==> src/rtl/bus_memory_responder.sv <==
// Memory-side responder for the eightbit CPU bus.
// Holds a 256x8 RAM, runs a clear-then-load boot sequence while holding the
// CPU, and maps one address onto a byte output port with a valid/ready
// handshake and a sticky overrun flag.
//
// Handshake semantics (both loader and IO port): a byte moves on a rising
// edge where valid && ready are both 1; valid is a level that the producer
// holds until that edge, and data must be stable while valid is 1.
module bus_memory_responder #(
    parameter logic [7:0] IO_ADDR    = 8'hFF,
    parameter int         INIT_CLEAR = 1
) (
    input  logic       clk,
    input  logic       rst,
    input  logic [7:0] cpu_addr,
    input  logic [7:0] cpu_data_out,
    input  logic       cpu_we,
    output logic [7:0] cpu_data_in,
    output logic       cpu_hold,
    input  logic       ld_valid,
    input  logic [7:0] ld_data,
    input  logic       ld_last,
    output logic       ld_ready,
    output logic [7:0] io_data,
    output logic       io_valid,
    input  logic       io_ready,
    output logic       io_overrun,
    output logic [1:0] o_dbg_state
);

    typedef enum logic [1:0] {
        ST_CLEAR = 2'd0,
        ST_LOAD  = 2'd1,
        ST_RUN   = 2'd2
    } state_t;

    state_t     r_state;
    logic [7:0] r_clr_addr;
    logic [7:0] r_ld_addr;
    logic [7:0] r_io_data;
    logic       r_io_valid;
    logic       r_io_overrun;
    logic [7:0] r_mem [256];

    logic       w_run;
    logic       w_ld_accept;
    logic       w_io_wr;
    logic       w_mem_we;
    logic [7:0] w_mem_addr;
    logic [7:0] w_mem_wdata;

    assign w_run       = (r_state == ST_RUN);
    assign w_ld_accept = (r_state == ST_LOAD) && ld_valid;
    assign w_io_wr     = w_run && cpu_we && (cpu_addr == IO_ADDR);

    // Select the single RAM write source for this cycle from the current state.
    always_comb begin
        w_mem_we    = 1'b0;
        w_mem_addr  = 8'h00;
        w_mem_wdata = 8'h00;
        case (r_state)
            ST_CLEAR: begin
                w_mem_we    = 1'b1;
                w_mem_addr  = r_clr_addr;
                w_mem_wdata = 8'h00;
            end
            ST_LOAD: begin
                w_mem_we    = ld_valid;
                w_mem_addr  = r_ld_addr;
                w_mem_wdata = ld_data;
            end
            ST_RUN: begin
                w_mem_we    = cpu_we && (cpu_addr != IO_ADDR);
                w_mem_addr  = cpu_addr;
                w_mem_wdata = cpu_data_out;
            end
            default: begin
                w_mem_we    = 1'b0;
            end
        endcase
    end

    // RAM write port; reset leaves contents alone and blocks writes on its edge.
    always_ff @(posedge clk) begin
        if (!rst && w_mem_we) begin
            r_mem[w_mem_addr] <= w_mem_wdata;
        end
    end

    // Boot/run state machine plus the IO port registers.
    always_ff @(posedge clk) begin
        if (rst) begin
            r_state      <= (INIT_CLEAR != 0) ? ST_CLEAR : ST_LOAD;
            r_clr_addr   <= 8'h00;
            r_ld_addr    <= 8'h00;
            r_io_data    <= 8'h00;
            r_io_valid   <= 1'b0;
            r_io_overrun <= 1'b0;
        end else begin
            case (r_state)
                ST_CLEAR: begin
                    r_clr_addr <= r_clr_addr + 8'd1;
                    if (r_clr_addr == 8'hFF) begin
                        r_state <= ST_LOAD;
                    end
                end
                ST_LOAD: begin
                    if (w_ld_accept) begin
                        r_ld_addr <= r_ld_addr + 8'd1;
                        // Last byte, or the top address: never wrap into byte 0.
                        if (ld_last || (r_ld_addr == 8'hFF)) begin
                            r_state <= ST_RUN;
                        end
                    end
                end
                ST_RUN: begin
                    r_state <= ST_RUN;
                end
                default: begin
                    r_state <= (INIT_CLEAR != 0) ? ST_CLEAR : ST_LOAD;
                end
            endcase

            // A new IO write wins over a same-edge handshake, so valid stays up.
            if (w_io_wr) begin
                r_io_data  <= cpu_data_out;
                r_io_valid <= 1'b1;
                if (r_io_valid && !io_ready) begin
                    r_io_overrun <= 1'b1;
                end
            end else if (r_io_valid && io_ready) begin
                r_io_valid <= 1'b0;
            end
        end
    end

    // Asynchronous CPU read path; the IO address returns port status in RUN.
    always_comb begin
        if (!w_run) begin
            cpu_data_in = 8'h00;
        end else if (cpu_addr == IO_ADDR) begin
            cpu_data_in = {6'b0, r_io_overrun, r_io_valid};
        end else begin
            cpu_data_in = r_mem[cpu_addr];
        end
    end

    assign cpu_hold    = !w_run;
    assign ld_ready    = (r_state == ST_LOAD);
    assign io_data     = r_io_data;
    assign io_valid    = r_io_valid;
    assign io_overrun  = r_io_overrun;
    assign o_dbg_state = r_state;

endmodule

==> config.mk <==
export PLATFORM = sky130hd
export DESIGN_NAME = bus_memory_responder
export DESIGN_NICKNAME = d
export VERILOG_FILES = /design/src/rtl/bus_memory_responder.sv
export SDC_FILE = /design/constraint.sdc
export NUM_CORES = 2
export LEC_CHECK = 0
export CAP_MARGIN = 20
export CORE_MARGIN = 5
export CORE_UTILIZATION = 50
export DETAILED_ROUTE_END_ITERATION = 10
export PLACE_DENSITY = 0.73
export SYNTH_ARGS = -nofsm -noshare
export SYNTH_HDL_FRONTEND = slang
export SYNTH_SLANG_ARGS = --single-unit
==> constraint.sdc <==
create_clock -name clk -period 11.1 [get_ports clk]
set_input_delay 2.22 -clock clk [delete_from_list [all_inputs] [get_ports clk]]
set_output_delay 2.22 -clock clk [all_outputs]
set_load 0.05 [all_outputs]
# After elaboration in Yosys (flattened, before gate mapping)
# Memories as Yosys holds them, arrays and structs flattened.
# Index checks and enable logic that the tools add are counted.
# op_classes
reduce_logical	16
n_bitwise	0
n_eq_ne	9
n_div	0
n_mux	13
n_addsub	2
multipliers	0
shift	0
n_lt_le_gt_ge	0
# op_table
operator	n
$eq A8 B8 Y1 const B	3
$pmux W8 S3	1
$add A8 B1 Y8 const B	2
$mux W8	2
$pmux W8 S2	1
$ne A8 B8 Y1 const B	1
$logic_and A1 B1 Y1	7
$mux W2	3
$pmux W2 S3	1
$mux W1	4
$ne A2 B1 Y1 const B	2
$reduce_and A2 Y1	2
$logic_not A1 Y1	3
$pmux W1 S3	1
$reduce_and A3 Y1	1
$eq A2 B1 Y1 const B	1
$eq A2 B2 Y1 const B	1
$logic_not A2 Y1	1
$ne A2 B2 Y1 const B	1
$reduce_bool A2 Y1	1
$logic_or A1 B1 Y1	1
# totals
elab_cells	47
mem_bits_rw	2048
mem_count	1
input_bits	30
latch_bits	0
rom_bits	0
regBits	28
# memory_table
name	words	word_bits	rd	rd_ports_with_merged_regs	write_ports	line	text
r_mem	256	8	1	0	1	43	logic [7:0] r_mem [256];

# Logic depth before layout (Yosys ltp)
# depth
word_depth	6
ltp_mapped	13
ltp_nobuf	8

# Least setup slack after synthesis
# No wires, ideal clock.
# synth_path
path_kind	input -> register
startpoint	in cpu_data_out[0]
endpoint	mem r_mem[0][0], data pin
path_stages	2
required_time_ns	9.644
setup_slack_ns	1.079
arrival_time_ns	8.565
path_buffers	0
path_cell_list	a22oi_1 nor2b_1
# synth_between
elab_chain_len	1
# synth_lines
element	line	text
from (decl)	16	input logic [7:0] cpu_data_out,
$pmux W8 S2	61	case (r_state)
net w_mem_wdata[0]	50	logic [7:0] w_mem_wdata;
to (decl)	43	
# The timed path passes the listed nets, and every way through them passes these cells.

# Worst setup path in the final report
# layout_path
startpoint	in cpu_addr[0]
endpoint	out cpu_data_in[3]
# layout_between
elab_chain_len	3
elab_cells_between_ends	4
classes_between	eq/ne (1); mux (2); memory (1)
# layout_lines
element	line	text
from (decl)	15	input logic [7:0] cpu_addr,
$mem_v2 Z256 W8 / $eq A8 B8 Y1 (equally long branches)	-	
$mux W8 (*)	141	end else if (cpu_addr == IO_ADDR) begin
$mux W8 (*)	139	if (!w_run) begin
to (decl)	18	output logic [7:0] cpu_data_in,
# Mark *: on every way between the ends. The rest lies on a longest branch, timed or not.

==> results.py <==
metrics = {
    "global_routing": {
        "grtUsageTotal_pct": 23.38,
        "largest_net_degree_at_the_start_of_global_routing": 237,
        "grt_overflow": 0,
        "antenna_found_initial": 2,
        "grt_pass1_vias": 39840,
        "grt_first_pass_wirelength_mm": 286.8,
    },
    "timing": {
        "peak_clock_frequency_supported_by_timing_ghz": 0.1051,
        "finalCriticalPeriod_ns": 9.514,
        "tns_ns": 0,
        "setup_viol_count_final": 0,
        "worstMarginPinSlew_ns": 1.244,
        "layout_worst_path_cycle_share_pct": 85.72,
        "maxSlewHeadroom_pct": 17.05,
        "timing_hold_violations_final": 0,
        "setup_repair_after_global_routing_missed_its_margin": "no",
        "timing.clock.skew_ns": 0.02717,
        "final_max_slew_viol_count": 0,
    },
    "yosys": {
        "ys_seq_elements": 2076,
        "synth_seq_area_share_pct": 76.54,
        "synthesis.area_um2": 81080,
        "synthDistinctLibCells": 62,
        "ys_top_cells_by_area": "sky130_fd_sc_hd__edfxtp_1 (76%), sky130_fd_sc_hd__mux4_2 (13%), sky130_fd_sc_hd__mux2i_1 (2.7%)",
        "synth.avg_cell_area_um2": 20.80,
        "syn_inst": 3898,
        "post-synth-top-count-cell": "sky130_fd_sc_hd__edfxtp_1",
        "synthArstFlopShare_pct": 0,
        "ys_dominant_reg_cell": "sky130_fd_sc_hd__edfxtp_1",
        "synth_edf_count": 2048,
        "yosys.area.top_type": "sky130_fd_sc_hd__edfxtp_1",
        "synth_top_cell_area_share_pct": 75.85,
        "netlist_top_cells_count": "sky130_fd_sc_hd__edfxtp_1 (2048), sky130_fd_sc_hd__mux4_2 (480), sky130_fd_sc_hd__nor2_1 (307)",
        "yosys_warnings": 0,
        "synthesis.nets": 3936,
    },
    "placed_design": {
        "routabilityCongestion": 0.8422,
        "port_buffers": 51,
        "place.detailed.instances": 5960,
        "dp.final_hpwl_mm": 118.5,
    },
    "finish": {
        "final_layout_size_suffix_gt1_share_pct": 20.95,
        "fill_cells": 11510,
        "fin_nets": 4038,
        "final-instance-count-excl-fill": 6319,
        "areaGrowthSynthToFinish_pct": 11.20,
        "layout.core_utilization_pct": 56.02,
    },
    "power": {
        "internal_portion_of_total_power_mw": 12.11,
        "design_power_total_mw": 15.21,
        "power.density_nw_per_um2": 168.8,
        "pwr-share-seq_pct": 55.8,
        "p_leak_nw": 32.84,
        "ir_worst_vdd_mv": 0.1428,
        "power_switching_share_pct": 20.39,
        "power.share.combinational_pct": 2.7,
        "p_clk_share_pct": 41.5,
        "power_switching_mw": 3.103,
    },
    "clock_network": {
        "max-clock-path-buffers": 3,
        "htree_num_levels": 4,
        "buffer_type_at_the_clock_tree_root": "sky130_fd_sc_hd__clkbuf_16",
        "post_cts_resize_count": 0,
        "postCtsSetupBuffers": 0,
        "cts_hold_repair.buffers": 0,
        "clock-sinks": 2076,
        "clock_latency_ns": 0.83,
        "clkTransAtPathRegs_ns": 0.06,
        "clock_tree_from_tritoncts": "yes",
        "numCtsBuffers": 191,
    },
    "outcome": {
        "outcome": "finished, final reports clean",
    },
    "floorplanning": {
        "die-height_um": 412.7,
        "core_um2": 160900,
        "rows": 147,
        "initial_core_util_pct": 50.38,
        "floorplan.io_pins": 52,
        "fp.dieArea_um2": 170300,
        "dieWidth_um": 412.7,
    },
    "critical_path": {
        "startpoint_type": "primary input",
        "worst-endpoint-required_ns": 8.88,
        "critPathMaxFanout": 73,
        "reg2regPathDepth": 7,
        "worst_setup_path_end_kind": "output port",
        "crit-reg2reg-launch": "o_dbg_state[1]$_SDFFE_PP0P_",
        "data_arrival_time_of_the_critical_path_ns": 7.29,
        "regToRegEndpoint": "r_mem[218][2]$_DFFE_PP_",
        "critPathKind": "primary input to output port",
        "reg2reg_slack_ns": 5.84,
        "crit_start": "cpu_addr[0]",
    },
    "route": {
        "drt_first_iter_violations": 5361,
        "firstDrtPassIters": 6,
        "top_layer": "met5",
        "met3RoutedLength_mm": 21.93,
        "route.met2.wl_mm": 93.14,
        "vias": 40730,
        "drt-met1-wl_mm": 75.66,
        "drcViolationCount": 0,
        "totalWireLength_mm": 199.3,
        "drtAntennaViolNets": 0,
        "routed_via_density": 6.445,
        "detail_route.wl_per_cell_um": 31.54,
    },
    "min_path": {
        "worstHoldStart": "io_data[6]$_SDFFE_PP0P_",
        "timing.hold.worst.class": "register to register",
        "hold_critical_path_depth": 2,
        "worst_case_hold_path_end_point": "io_data[6]$_SDFFE_PP0P_",
    },
    "job": {
        "drv.max_cap_violation_count": 0,
    },
}
cell usage in the layout, fill, tap and decap left out, types with 9 or more instances in the layout:
cell type                            n
sky130_fd_sc_hd__dfxtp_1            28
sky130_fd_sc_hd__clkinv_2           36
sky130_fd_sc_hd__nor4_1              9
sky130_fd_sc_hd__edfxtp_1         2048
sky130_fd_sc_hd__mux4_2            480
sky130_fd_sc_hd__xor2_1             10
sky130_fd_sc_hd__o311ai_0           11
sky130_fd_sc_hd__mux2i_1           216
sky130_fd_sc_hd__a22oi_1            18
sky130_fd_sc_hd__clkdlybuf4s50_1    46
sky130_fd_sc_hd__o21ai_0            18
sky130_fd_sc_hd__nor3_1             40
sky130_fd_sc_hd__o221ai_1           92
sky130_fd_sc_hd__clkbuf_16         194
sky130_fd_sc_hd__buf_4              69
sky130_fd_sc_hd__a21oi_1            69
sky130_fd_sc_hd__clkbuf_1           43
sky130_fd_sc_hd__bufinv_16          12
sky130_fd_sc_hd__clkinv_1           48
sky130_fd_sc_hd__nand3_1            30
sky130_fd_sc_hd__nor2_1            307
sky130_fd_sc_hd__nand2_1           104
sky130_fd_sc_hd__buf_12             19
sky130_fd_sc_hd__nand3_2            10
sky130_fd_sc_hd__o22ai_1            52
routing by layer:
layer	GRT usage, %	vias to the layer above
met2	35.55	2532
met4	9.267	2
met3	5.253	442
met1	33.37	21280
li1	-	16470
met5	0	-
power groups by stage:
stage | clock network [mW] | logic, mW | registers [mW]
after global routing | 6.71 | 0.428 | 8.48
final | 6.32 | 0.411 | 8.48
after detailed placement | 0 | 0.407 | 8.65
after CTS | 6.38 | 0.408 | 8.48
after global placement | 0 | 0.402 | 8.65
after floorplan | 0 | 0.271 | 8.65
worst max-delay path by stage:
stage | cells after the start | slack, ns | end
2_1_floorplan | 2 | 1.08 | r_mem[0][0]$_DFFE_PP_
3_3_place_gp | 9 | 1.33 | cpu_data_in[0]
3_5_place_dp | 10 | 1.78 | cpu_data_in[3]
4_1_cts | 10 | 1.78 | cpu_data_in[3]
5_1_grt | 10 | 1.39 | cpu_data_in[3]
6_report | 10 | 1.59 | cpu_data_in[3]
registers in the layout (all words and copies together), names as in the netlist:
| name | flops |
|---|---|
| r_clr_addr | 8 |
| r_mem | 2048 |
| io_overrun | 1 |
| io_data | 8 |
| io_valid | 1 |
| r_ld_addr | 8 |
| o_dbg_state | 2 |
through the flow:
| step | hold slack, ns | worst slack (ns) | instance area, um^2 |
|---|---|---|---|
| global route | 0.4871 | 1.391 | 90160 |
| floorplan | 0.4934 | 1.079 | 81080 |
| finish | 0.4561 | 1.586 | 90160 |
| CTS | 0.4595 | 1.782 | 90050 |
| detailed placement | 0.4539 | 1.776 | 84100 |
| global placement | 0.4431 | 1.334 | 84000 |
layout make-up:
| class | instances | area, um^2 | share of cell area (%) |
|---|---|---|---|
| inverters | 7 | 32.53 | 0.03608 |
| diodes | 1 | 2.502 | 0.002776 |
| flip-flops and latches | 2076 | 62060 | 68.83 |
| multi-input cells | 1580 | 17930 | 19.89 |
| repair buffers | 144 | 1480 | 1.642 |
| clock buffers | 237 | 5016 | 5.563 |
| well taps | 2160 | 2703 | 2.998 |
| clock inverters | 114 | 934.6 | 1.037 |
cells by family (layout without fill, tap and decap cells):
| kind of cell | Yosys count | count (layout) | share of synthesized area, % |
|---|---|---|---|
| multiplexers | 700 | 700 | 16.06 |
| buffers and inverters | 242 | 502 | 1.494 |
| flip-flops | 2076 | 2076 | 76.54 |
| other | 0 | 1 | 0 |
| XOR/XNOR | 14 | 14 | 0.1512 |
| AO/OA/AOI/OAI | 318 | 318 | 2.829 |
| AND/OR/NAND/NOR | 540 | 540 | 2.803 |
| adder cells (fa/ha/maj) | 8 | 8 | 0.1235 |
critical path, cell delays in order:
cell and delay [ns]:
sky130_fd_sc_hd__buf_8 0.62, sky130_fd_sc_hd__buf_12 0.51, sky130_fd_sc_hd__buf_4 0.50, sky130_fd_sc_hd__mux2i_1 0.15
sky130_fd_sc_hd__o221ai_1 0.25, sky130_fd_sc_hd__o22ai_1 0.14, sky130_fd_sc_hd__o311ai_0 0.58, sky130_fd_sc_hd__nand2_1 0.23
sky130_fd_sc_hd__nor4_1 0.94, sky130_fd_sc_hd__clkdlybuf4s50_1 0.98
(Power assumes the default switching activity.)
